File: config.mk
export PLATFORM = sky130hd
export DESIGN_NAME = uart_tx_arbiter
export DESIGN_NICKNAME = d
export VERILOG_FILES = /design/src/rtl/uart_arb_pkg.sv /design/src/rtl/uart_tx_arbiter_rr_pick.sv /design/src/rtl/uart_tx_arbiter.sv
export SDC_FILE = /design/constraint.sdc
export NUM_CORES = 1
export LEC_CHECK = 0
export BUFFER_PORTS_ARGS = -buffer_cell sky130_fd_sc_hd__clkbuf_2
export CORE_ASPECT_RATIO = 0.9
export CORE_MARGIN = 4
export CORE_UTILIZATION = 50
export DETAILED_ROUTE_END_ITERATION = 12
export GPL_TIMING_DRIVEN = 0
export PLACE_DENSITY = 0.92
export SYNTH_ARGS = -nofsm -noshare
export SYNTH_HDL_FRONTEND = slang
export SYNTH_HIERARCHICAL = 1
export SYNTH_SLANG_ARGS = --single-unit
File: constraint.sdc
create_clock -name i_sysclk -period 7.25 [get_ports i_sysclk]
set_input_delay 0.3625 -clock i_sysclk [delete_from_list [all_inputs] [get_ports i_sysclk]]
set_output_delay 0.3625 -clock i_sysclk [all_outputs]
set_load 0.005 [all_outputs]
File: src/rtl/uart_arb_pkg.sv
// rtl/uart_arb_pkg.sv - shared types, defaults and helpers for the UART transmit arbiter
//
// Purpose : arbiter state encoding, default parameter values and the byte-lane
//           slicing helper used to pick one requester's byte from the packed bus.
// Ports   : none (package).
package uart_arb_pkg;

   typedef enum logic [1:0] {
      ST_IDLE      = 2'd0,
      ST_WAIT_BUSY = 2'd1,
      ST_WAIT_DONE = 2'd2
   } arb_state_t;

   localparam int NREQ_DEF    = 4;
   localparam int IDW_DEF     = 3;
   localparam int TIMEOUT_DEF = 65535;
   localparam int TW_DEF      = 16;

   // Byte idx of a packed byte bus; the bus is zero-extended to 8 lanes by the caller.
   function automatic logic [7:0] byte_lane(input logic [63:0] i_bus, input int i_idx);
      return i_bus[i_idx*8 +: 8];
   endfunction

endpackage

File: src/rtl/uart_tx_arbiter_rr_pick.sv
// rtl/uart_tx_arbiter_rr_pick.sv - combinational round-robin selector with grant lock
//
// Purpose : picks the next requester. A valid lock keeps the last winner while it
//           still requests; otherwise the search starts just after the last winner.
// Ports   : i_req        - request vector
//           i_last       - index of last winner
//           i_lock_valid - last winner holds the lock
//           o_winner     - chosen index (equals i_last when nothing requests)
//           o_any        - at least one request present
module rr_pick
   import uart_arb_pkg::*;
#(
   parameter int NREQ = NREQ_DEF,
   parameter int IDW  = IDW_DEF
) (
   input  logic [NREQ-1:0] i_req,
   input  logic [IDW-1:0]  i_last,
   input  logic            i_lock_valid,
   output logic [IDW-1:0]  o_winner,
   output logic            o_any
);

   logic w_lock_hit;
   int   w_best;
   int   w_dist;

   always_comb begin
      o_winner   = i_last;
      w_lock_hit = 1'b0;
      w_best     = NREQ;
      w_dist     = 0;
      o_any      = |i_req;
      // Rotating distance from the last winner: last+1 is 0, last itself is NREQ-1.
      for (int i = 0; i < NREQ; i++) begin
         if (i_req[i]) begin
            w_dist = (i + NREQ - int'(i_last) - 1) % NREQ;
            if (w_dist < w_best) begin
               w_best   = w_dist;
               o_winner = IDW'(i);
            end
            if (i == int'(i_last)) begin
               w_lock_hit = i_lock_valid;
            end
         end
      end
      if (w_lock_hit) begin
         o_winner = i_last;
      end
   end

endmodule

File: src/rtl/uart_tx_arbiter.sv
// rtl/uart_tx_arbiter.sv - round-robin arbiter sharing one UART byte transmitter
//
// Purpose : grants one requester at a time, loads its byte into the transmitter,
//           holds tx_data for the whole frame and waits for the frame to finish.
//           Optional wait-state timeout under macro UART_ARB_TIMEOUT_EN.
// Ports   : i_sysclk, i_rst_n     - clock, asynchronous active-low reset
//           i_req, i_req_lock     - per-requester request level and lock request
//           i_req_data            - packed bytes, requester i at [8i+7:8i]
//           o_ack                 - one-cycle pulse, byte latched
//           o_gnt_id              - current/last granted requester
//           o_busy                - high from load until frame complete
//           o_tx_data, o_tx_start - to transmitter
//           i_tx_status           - from transmitter, 1 = ready or stop bit
//           o_err, o_err_id       - timeout pulse and offending requester
module uart_tx_arbiter
   import uart_arb_pkg::*;
#(
   parameter int NREQ    = NREQ_DEF,
   parameter int IDW     = IDW_DEF,
   parameter int TIMEOUT = TIMEOUT_DEF,
   parameter int TW      = TW_DEF
) (
   input  logic              i_sysclk,
   input  logic              i_rst_n,
   input  logic [NREQ-1:0]   i_req,
   input  logic [NREQ-1:0]   i_req_lock,
   input  logic [8*NREQ-1:0] i_req_data,
   output logic [NREQ-1:0]   o_ack,
   output logic [IDW-1:0]    o_gnt_id,
   output logic              o_busy,
   output logic [7:0]        o_tx_data,
   output logic              o_tx_start,
   input  logic              i_tx_status,
   output logic              o_err,
   output logic [IDW-1:0]    o_err_id
);

   if (NREQ < 2 || NREQ > 8 || (1 << IDW) < NREQ || TIMEOUT < 1 || TIMEOUT > (1 << TW) - 1)
   begin : g_param_check
      $error("uart_tx_arbiter: parameter combination out of range");
   end

   arb_state_t       r_state, w_state_nxt;
   logic [NREQ-1:0]  r_ack, w_ack_nxt;
   logic [IDW-1:0]   r_gnt_id, w_gnt_nxt;
   logic             r_busy, w_busy_nxt;
   logic [7:0]       r_tx_data, w_tx_data_nxt;
   logic             r_tx_start, w_tx_start_nxt;
   logic             r_lock, w_lock_nxt;
   logic             w_load;
   logic [IDW-1:0]   w_winner;
   logic             w_any;
   logic [NREQ-1:0]  w_sel;
   logic [63:0]      w_data_ext;

`ifdef UART_ARB_TIMEOUT_EN
   localparam logic [TW-1:0] TO_LAST = TW'(TIMEOUT - 1);
   logic [TW-1:0]    r_cnt;
   logic             r_err, w_err_nxt;
   logic [IDW-1:0]   r_err_id, w_err_id_nxt;
`endif

   rr_pick #(
      .NREQ (NREQ),
      .IDW  (IDW)
   ) u_rr_pick (
      .i_req        (i_req),
      .i_last       (r_gnt_id),
      .i_lock_valid (r_lock),
      .o_winner     (w_winner),
      .o_any        (w_any)
   );

   always_comb begin
      w_data_ext                = '0;
      w_data_ext[8*NREQ-1:0]    = i_req_data;
      w_sel                     = {{(NREQ-1){1'b0}}, 1'b1} << w_winner;
   end

   always_comb begin
      w_state_nxt    = r_state;
      w_ack_nxt      = '0;
      w_gnt_nxt      = r_gnt_id;
      w_busy_nxt     = r_busy;
      w_tx_data_nxt  = r_tx_data;
      w_tx_start_nxt = r_tx_start;
      w_lock_nxt     = r_lock;
      w_load         = 1'b0;
`ifdef UART_ARB_TIMEOUT_EN
      w_err_nxt      = 1'b0;
      w_err_id_nxt   = r_err_id;
`endif
      unique case (r_state)
         ST_IDLE: begin
            if (w_any) begin
               w_load         = 1'b1;
               w_state_nxt    = ST_WAIT_BUSY;
               w_tx_data_nxt  = byte_lane(w_data_ext, int'(w_winner));
               w_tx_start_nxt = 1'b1;
               w_ack_nxt      = w_sel;
               w_gnt_nxt      = w_winner;
               w_busy_nxt     = 1'b1;
               // Lock is captured together with the byte it belongs to.
               w_lock_nxt     = |(i_req_lock & w_sel);
            end
         end
         ST_WAIT_BUSY: begin
            // Start stays up until the transmitter has really left ready/stop.
            if (!i_tx_status) begin
               w_tx_start_nxt = 1'b0;
               w_state_nxt    = ST_WAIT_DONE;
            end
         end
         ST_WAIT_DONE: begin
            if (i_tx_status) begin
               w_state_nxt = ST_IDLE;
               w_busy_nxt  = 1'b0;
            end
         end
         default: begin
            w_state_nxt = ST_IDLE;
         end
      endcase
`ifdef UART_ARB_TIMEOUT_EN
      // Fires on the edge where the counter would reach TIMEOUT; the byte is dropped.
      if (r_state != ST_IDLE && r_cnt == TO_LAST) begin
         w_state_nxt    = ST_IDLE;
         w_tx_start_nxt = 1'b0;
         w_busy_nxt     = 1'b0;
         w_lock_nxt     = 1'b0;
         w_err_nxt      = 1'b1;
         w_err_id_nxt   = r_gnt_id;
      end
`endif
   end

   always_ff @(posedge i_sysclk or negedge i_rst_n) begin
      if (!i_rst_n) begin
         r_state    <= ST_IDLE;
         r_ack      <= '0;
         r_gnt_id   <= IDW'(NREQ - 1);
         r_busy     <= 1'b0;
         r_tx_data  <= 8'h00;
         r_tx_start <= 1'b0;
         r_lock     <= 1'b0;
      end else begin
         r_state    <= w_state_nxt;
         r_ack      <= w_ack_nxt;
         r_gnt_id   <= w_gnt_nxt;
         r_busy     <= w_busy_nxt;
         r_tx_data  <= w_tx_data_nxt;
         r_tx_start <= w_tx_start_nxt;
         r_lock     <= w_lock_nxt;
      end
   end

`ifdef UART_ARB_TIMEOUT_EN
   always_ff @(posedge i_sysclk or negedge i_rst_n) begin
      if (!i_rst_n) begin
         r_cnt    <= '0;
         r_err    <= 1'b0;
         r_err_id <= '0;
      end else begin
         r_err    <= w_err_nxt;
         r_err_id <= w_err_id_nxt;
         if (w_load) begin
            r_cnt <= '0;
         end else if (r_state != ST_IDLE && r_cnt != {TW{1'b1}}) begin
            r_cnt <= r_cnt + 1'b1;
         end
      end
   end

   assign o_err    = r_err;
   assign o_err_id = r_err_id;
`else
   assign o_err    = 1'b0;
   assign o_err_id = '0;
`endif

   assign o_ack      = r_ack;
   assign o_gnt_id   = r_gnt_id;
   assign o_busy     = r_busy;
   assign o_tx_data  = r_tx_data;
   assign o_tx_start = r_tx_start;

endmodule

==> impl_metrics.env, run 1 <==
export IMPL_vias_per_cell=5.740
export IMPL_syn_inst=172
export IMPL_p_per_area_nw_per_um2=574.1
export IMPL_ys_ff_latch=20
export IMPL_rows=20
export IMPL_fin_cells=281
export IMPL_leakage_nw=1.126
export IMPL_slew_violations=0
export IMPL_tns_ns=0
export IMPL_worstPathRequired_ns=7.39
export IMPL_layout_common_cells="clkbuf_2, ha_1, dfrtp_1, inv_1"
export IMPL_clk_latency_ns=0.25
export IMPL_drv_cap=0
export IMPL_status="finished, final reports clean"
export IMPL_hp_class="in -> async"
export IMPL_crit_start="o_gnt_id[0]"
export IMPL_period_share_pct=94.05
export IMPL_dpl_cell_count=277
export IMPL_skew_ns=0.003947
export IMPL_post_dp_hpwl_microns=3366
export IMPL_rsz0062_at_grt="no"
export IMPL_dieWidth_microns=71.65
export IMPL_path_clk_slew_ns=0.07
export IMPL_final_common_cell="clkbuf_2"
export IMPL_design_die_area_sq_um=4678
export IMPL_clock_tree_root_cell="clkbuf_8"
export IMPL_grt_pass1_vias=1573
export IMPL_synthToLayoutAreaGrowth_pct=24.16
export IMPL_ys_types=53
export IMPL_holdBufCountCts=0
export IMPL_grt_max_degree=21
export IMPL_timing_rr_start="o_gnt_id[0]"
export IMPL_routedWlPerCell_microns=14.90
export IMPL_postRouteAntennaNets=0
export IMPL_cts_tree="built"
export IMPL_core_area_sq_um=3453
export IMPL_syn_cell_area_sq_um=1823
export IMPL_synth_edf_count=0
export IMPL_clkSinkCount=20
export IMPL_fp_dieH_microns=65.29
export IMPL_grt_use_total_pct=18.73
export IMPL_cp_start_kind="flip-flop"
export IMPL_place_gp_congestion=0.8963
export IMPL_vias=1613
export IMPL_cts_buffers=3
export IMPL_fin_nets=302
export IMPL_n_antenna_cell=0
export IMPL_max_clock_freq_mhz=146.7
export IMPL_overflow=0
export IMPL_ir_drop_mv=0.4558
export IMPL_path_max_fanout=13
export IMPL_start_util_pct=52.79
export IMPL_post_cts_buffers=0
export IMPL_avgSynthCellArea_sq_um=10.60
export IMPL_antenna_found_initial=0
export IMPL_postRouteWirelength_microns=4187
export IMPL_drc=0
export IMPL_min_period_ns=6.818
export IMPL_async_flop_share_pct=100.0
export IMPL_io_pins=64
export IMPL_synth_warnings=6
export IMPL_critPathCaptureType="flip-flop"
export IMPL_final_hold_viol_count=0
export IMPL_worst_ep_arrival_time_ns=6.96
export IMPL_synth_seq_area_share_pct=27.59
export IMPL_drt_initial_drc_count=103
export IMPL_dr_pass1_iters=4
export IMPL_worstSetupPathType="reg -> reg"
export IMPL_numPortBuffers=58
export IMPL_setup_violations=0
export IMPL_grt_pass1_wl_microns=7113
export IMPL_htree_levels=1
export IMPL_cts_buffer_depth=2
export IMPL_drive_gt1_share_pct=39.66
export IMPL_yosys_most_used_dff="dfrtp_1"
[worst max-delay path: stages (launching register included)]
cell and delay, ns:
dfstp_2 0.68, inv_1 0.19, ha_1 0.39, nor2_1 0.30, a22o_1 0.22, nand3_1 0.13
ha_1 0.33, nor2b_1 0.31, o21ai_1 0.19, nor2_4 0.21, mux2i_1 0.33, ha_1 0.18
o21ai_0 0.14, a32o_1 0.26, a21oi_1 0.21, mux2_2 0.37, ha_1 0.26, nor4b_1 0.28
o21ai_0 0.23, or2_2 0.32, o311ai_1 0.12, buf_6 0.19, buf_12 0.13, mux4_2 0.48
a22o_1 0.22
[worst paths after layout]
| kind | end | slack [ns] | cells past startpoint |
|---|---|---|---|
| min reg2reg | o_tx_data[4] | 0.51 | 1 |
| max reg2reg | o_tx_data[6] | 0.43 | 24 |
| min in group i_sysclk | r_state[1] | 0.31 | 2 |
| max | o_tx_data[6] | 0.43 | 24 |
| max in group asynchronous | o_gnt_id[0] | 6.85 | 1 |
| min | o_gnt_id[2] | 0.05 | 1 |
[final cells by class]
type	instances	area (sq um)
well taps	44	55.05
plain buffers	10	78.83
clock inverters	1	30.03
inverters	15	56.30
multi-input cells	130	1209
repair buffers	58	290.3
fillers	274	1190
flip-flops and latches	20	503.0
clock buffers	3	41.29
[routing by layer]
layer | up-vias | part of all wire [%] | global-route usage (%)
li1 | 770 | - | -
met1 | 782 | 43 | 24.71
met2 | 57 | 49 | 33.14
met3 | 4 | 6.4 | 3.211
met4 | 0 | 0.91 | 2.113
met5 | - | 0 | 0
[Yosys cell counts (all sizes together), types with 2 or more instances]
library cell / count / area [sq um]
ha: 21 / 262.8
dfrtp: 18 / 450.4
inv: 15 / 56.30
a22o: 10 / 87.58
nand2: 10 / 37.54
o21ai: 10 / 50.04
mux4: 9 / 217.7
a21oi: 8 / 40.04
nor2: 8 / 37.54
buf: 7 / 66.31
mux2: 7 / 78.82
nor4b: 4 / 35.03
clkbuf: 3 / 11.26
nor2b: 3 / 18.77
nor3: 3 / 15.01
xnor2: 3 / 26.28
and3: 2 / 13.77
dfstp: 2 / 52.55
mux2i: 2 / 20.02
nand3: 2 / 10.01
o311ai: 2 / 35.04
or4: 2 / 18.77
[power breakdown]
group	switching [mW]	total, mW	internal, mW	leakage [nW]
registers	0.0481	0.214	0.166	0.244
clock network	0.0352	0.109	0.0736	0.0357
logic	0.471	0.977	0.506	0.846
total	0.554	1.30	0.745	1.13
[what timing repair did]
item	CTS	global route
endpoints found under the setup margin	0	10
gates resized for setup	0	4
endpoints found under the hold margin	0	0
[registers in the layout, indices dropped and copies added (netlist names)]
register,cells
r_lock,1
o_ack,4
o_busy,1
o_tx_start,1
o_gnt_id,3
o_tx_data,8
r_state,2
[kinds of logic (layout without fill, tap and decap cells)]
| logic type | count (synthesis) | in the layout | synth area share [%] |
|---|---|---|---|
| other | 1 | 4 | 0.2057 |
| DFF | 20 | 20 | 27.59 |
| xor gates and xnor gates | 3 | 3 | 1.442 |
| buffers and inverters | 25 | 87 | 7.343 |
| and+or+nand+nor | 41 | 41 | 13.18 |
| muxes | 18 | 18 | 17.36 |
| AOI/OAI and AO/OA | 43 | 43 | 18.46 |
| adders and majority gates | 21 | 21 | 14.41 |
[per-stage QoR]
stage	setup slack, ns	total power, mW	area, sq um	utilization [%]	hold slack [ns]
final	0.4316	1.299	2263	65.54	0.05079
after global routing	0.005688	1.424	2263	65.54	0.08444
after CTS	0.1640	1.289	2251	65.18	0.06608
after detailed placement	0.2094	1.173	2180	63.12	0.3398
after global placement	0.3476	1.136	2180	63.12	0.3331
after floorplan	1.195	0.9731	1834	-	0.06691
(Power assumes the default switching activity.)
==> run 2, diff against run 1 <==
--- a/config.mk
+++ b/config.mk
@@ -5,13 +5,13 @@
 export SDC_FILE = /design/constraint.sdc
 export NUM_CORES = 1
 export LEC_CHECK = 0
-export BUFFER_PORTS_ARGS = -buffer_cell sky130_fd_sc_hd__clkbuf_2
 export CORE_ASPECT_RATIO = 0.9
 export CORE_MARGIN = 4
-export CORE_UTILIZATION = 50
+export CORE_UTILIZATION = 60
 export DETAILED_ROUTE_END_ITERATION = 12
+export DONT_BUFFER_PORTS = 1
 export GPL_TIMING_DRIVEN = 0
-export PLACE_DENSITY = 0.92
+export PLACE_DENSITY = 0.88
 export SYNTH_ARGS = -nofsm -noshare
 export SYNTH_HDL_FRONTEND = slang
 export SYNTH_HIERARCHICAL = 1
==> run 2 against run 1 <==
Critical path type unchanged; cell area decreased by 14%; critical endpoint is now o_tx_data[2]; power decreased by 7.4%; clock skew increased by 0.00069 ns; utilization increased by 2.7 points; sequential power increased by 5%; non-clock buffer count decreased by 57; combinational power decreased by 5.1%.
==> impl_metrics.env, run 2 (synthesized netlist as in run 1, its figures left out) <==
export IMPL_largest_register_ff_count=8
export IMPL_rsz0062_at_grt="no"
export IMPL_critPathMaxStageDelay_ns=0.72
export IMPL_max_clock_freq_mhz=142.4
export IMPL_clock_tree_root_cell="clkbuf_4"
export IMPL_dr_pass1_iters=4
export IMPL_clk_latency_ns=0.30
export IMPL_core_area_sq_um=2838
export IMPL_postRouteAntennaNets=0
export IMPL_dieWidth_microns=66.10
export IMPL_fp_dieH_microns=60.29
export IMPL_clkSinkCount=20
export IMPL_path_max_fanout=13
export IMPL_n_antenna_cell=0
export IMPL_slowest_stage="dfstp_4"
export IMPL_fin_nets=245
export IMPL_grt_pass1_wl_microns=6610
export IMPL_place_gp_congestion=0.9188
export IMPL_routedWlPerCell_microns=19.28
export IMPL_slew_limit_headroom_pct=42.62
export IMPL_vias=1454
export IMPL_worstSetupPathType="reg -> reg"
export IMPL_layout_common_cells="ha_1, dfrtp_1, inv_1, nand2_1, a22o_1"
export IMPL_rows=18
export IMPL_worstMarginPinSlew_ns=0.8579
export IMPL_cts_tree="built"
export IMPL_start_util_pct=64.24
export IMPL_numPortBuffers=0
export IMPL_cpMostUsedCell="ha_1"
export IMPL_path_cells="inv_1 > ha_1 > nor2_1 > a22o_1 > nand3_1 > ha_1 > nor3b_2 > o21ai_1 > nor2_4 > mux2i_1 > ha_1 > o21ai_0 > a32o_1 > a21oi_1 > mux2_2 > ha_1 > nor4b_1 > o21ai_0 > or2_2 > o311ai_1 > buf_6 > buf_12 > mux4_2 > a22o_1"
export IMPL_overflow=0
export IMPL_antenna_found_initial=0
export IMPL_leakage_nw=0.8654
export IMPL_period_share_pct=96.89
export IMPL_synthToLayoutAreaGrowth_pct=6.177
export IMPL_postRouteWirelength_microns=4222
export IMPL_vias_per_cell=6.639
export IMPL_cp_start_kind="flip-flop"
export IMPL_post_dp_hpwl_microns=3437
export IMPL_worstPathRequired_ns=7.45
export IMPL_fillers=220
export IMPL_final_hold_viol_count=0
export IMPL_drc=0
export IMPL_hp_class="in -> reg"
export IMPL_tns_ns=0
export IMPL_status="finished, final reports clean"
export IMPL_p_per_area_nw_per_um2=621.9
export IMPL_grt_max_degree=21
export IMPL_drt_initial_drc_count=74
export IMPL_skew_ns=0.004640
export IMPL_setup_violations=0
export IMPL_cts_buffers=3
export IMPL_grt_use_total_pct=21.73
export IMPL_critPathCaptureType="flip-flop"
export IMPL_ir_drop_mv=0.5945
export IMPL_drv_cap=0
export IMPL_post_route_util_pct=68.21
export IMPL_final_common_cell="ha_1"
export IMPL_worst_ep_arrival_time_ns=7.22
export IMPL_slew_violations=0
export IMPL_grt_pass1_vias=1460
export IMPL_min_period_ns=7.024
export IMPL_cts_buffer_depth=2
export IMPL_drive_gt1_share_pct=20.11
export IMPL_htree_levels=1
export IMPL_path_clk_slew_ns=0.10
export IMPL_io_pins=64
export IMPL_design_die_area_sq_um=3985
-- run 2: cell types whose count changed in the layout (fill, tap and decap cells not counted), sizes merged --
cell	change
bufinv	-1
clkbuf	-58
dlygate4sd3	+1
-- run 2: per-stage QoR --
stage	hold slack, ns	instance area, sq um	setup slack (ns)	cells	power (mW)
global placement	0.06747	1884	0.4551	215	1.078
global route	0.1040	1936	0.02019	219	1.304
finish	0.1141	1936	0.2257	219	1.204
CTS	0.1137	1917	0.02361	219	1.186
floorplan	0.06691	1834	1.195	175	0.9731
detailed placement	0.06732	1884	0.04704	215	1.132
-- run 2: worst paths after layout --
kind / cells past startpoint / start / end / slack (ns)
max: 24 / o_gnt_id[0] / o_tx_data[2] / 0.23
min: 1 / i_tx_status / r_state[1] / 0.11
max reg2reg: 24 / o_gnt_id[0] / o_tx_data[2] / 0.23
min reg2reg: 1 / r_state[1] / r_state[0] / 0.55
max in group asynchronous: 1 / i_rst_n / o_tx_data[1] / 6.11
min in group asynchronous: 1 / i_rst_n / o_ack[2] / 0.61
-- run 2: final cells by class --
type	count	area [sq um]	share of cell area [%]
Tap cell	40	50.05	2.586
Timing Repair Buffer	1	10.01	0.5171
Inverter	15	56.30	2.909
Multi-Input combinational cell	130	1211	62.57
Sequential cell	20	506.7	26.18
Clock buffer	3	22.52	1.164
Buffer	10	78.83	4.072
-- run 2: repair_timing --
item | in CTS | in global routing
buffers inserted | 0 | 0
hold buffers | 1 | 0
endpoints found under the hold margin | 20 | 0
gates resized for setup | 0 | 6
endpoints found under the setup margin | 0 | 13
-- run 2: critical path, delay by kind of cell (launching register included) --
family | cells | cell delay, ns
multiplexers | 3 | 1.24
AND/OR/NAND/NOR | 6 | 1.64
AO/OA/AOI/OAI | 8 | 1.63
buffers and inverters | 3 | 0.47
flip-flops | 1 | 0.72
adder cells (fa/ha/maj) | 4 | 1.25
-- run 2: report_power, final --
group	switching [mW]	internal [mW]	total (mW)	leakage, nW
clock	0.0316	0.0194	0.0509	0.0138
sequential	0.0580	0.167	0.225	0.245
combinational	0.448	0.480	0.927	0.607
total	0.537	0.666	1.20	0.865
-- run 2: per-layer routing --
| metal | global-route usage, % | vias up | part of all wire, % |
|---|---|---|---|
| li1 | - | 654 | - |
| met1 | 26.49 | 697 | 38 |
| met2 | 38.33 | 89 | 50 |
| met3 | 5.639 | 14 | 10 |
| met4 | 5.507 | 0 | 2.1 |
| met5 | 0 | - | 0 |
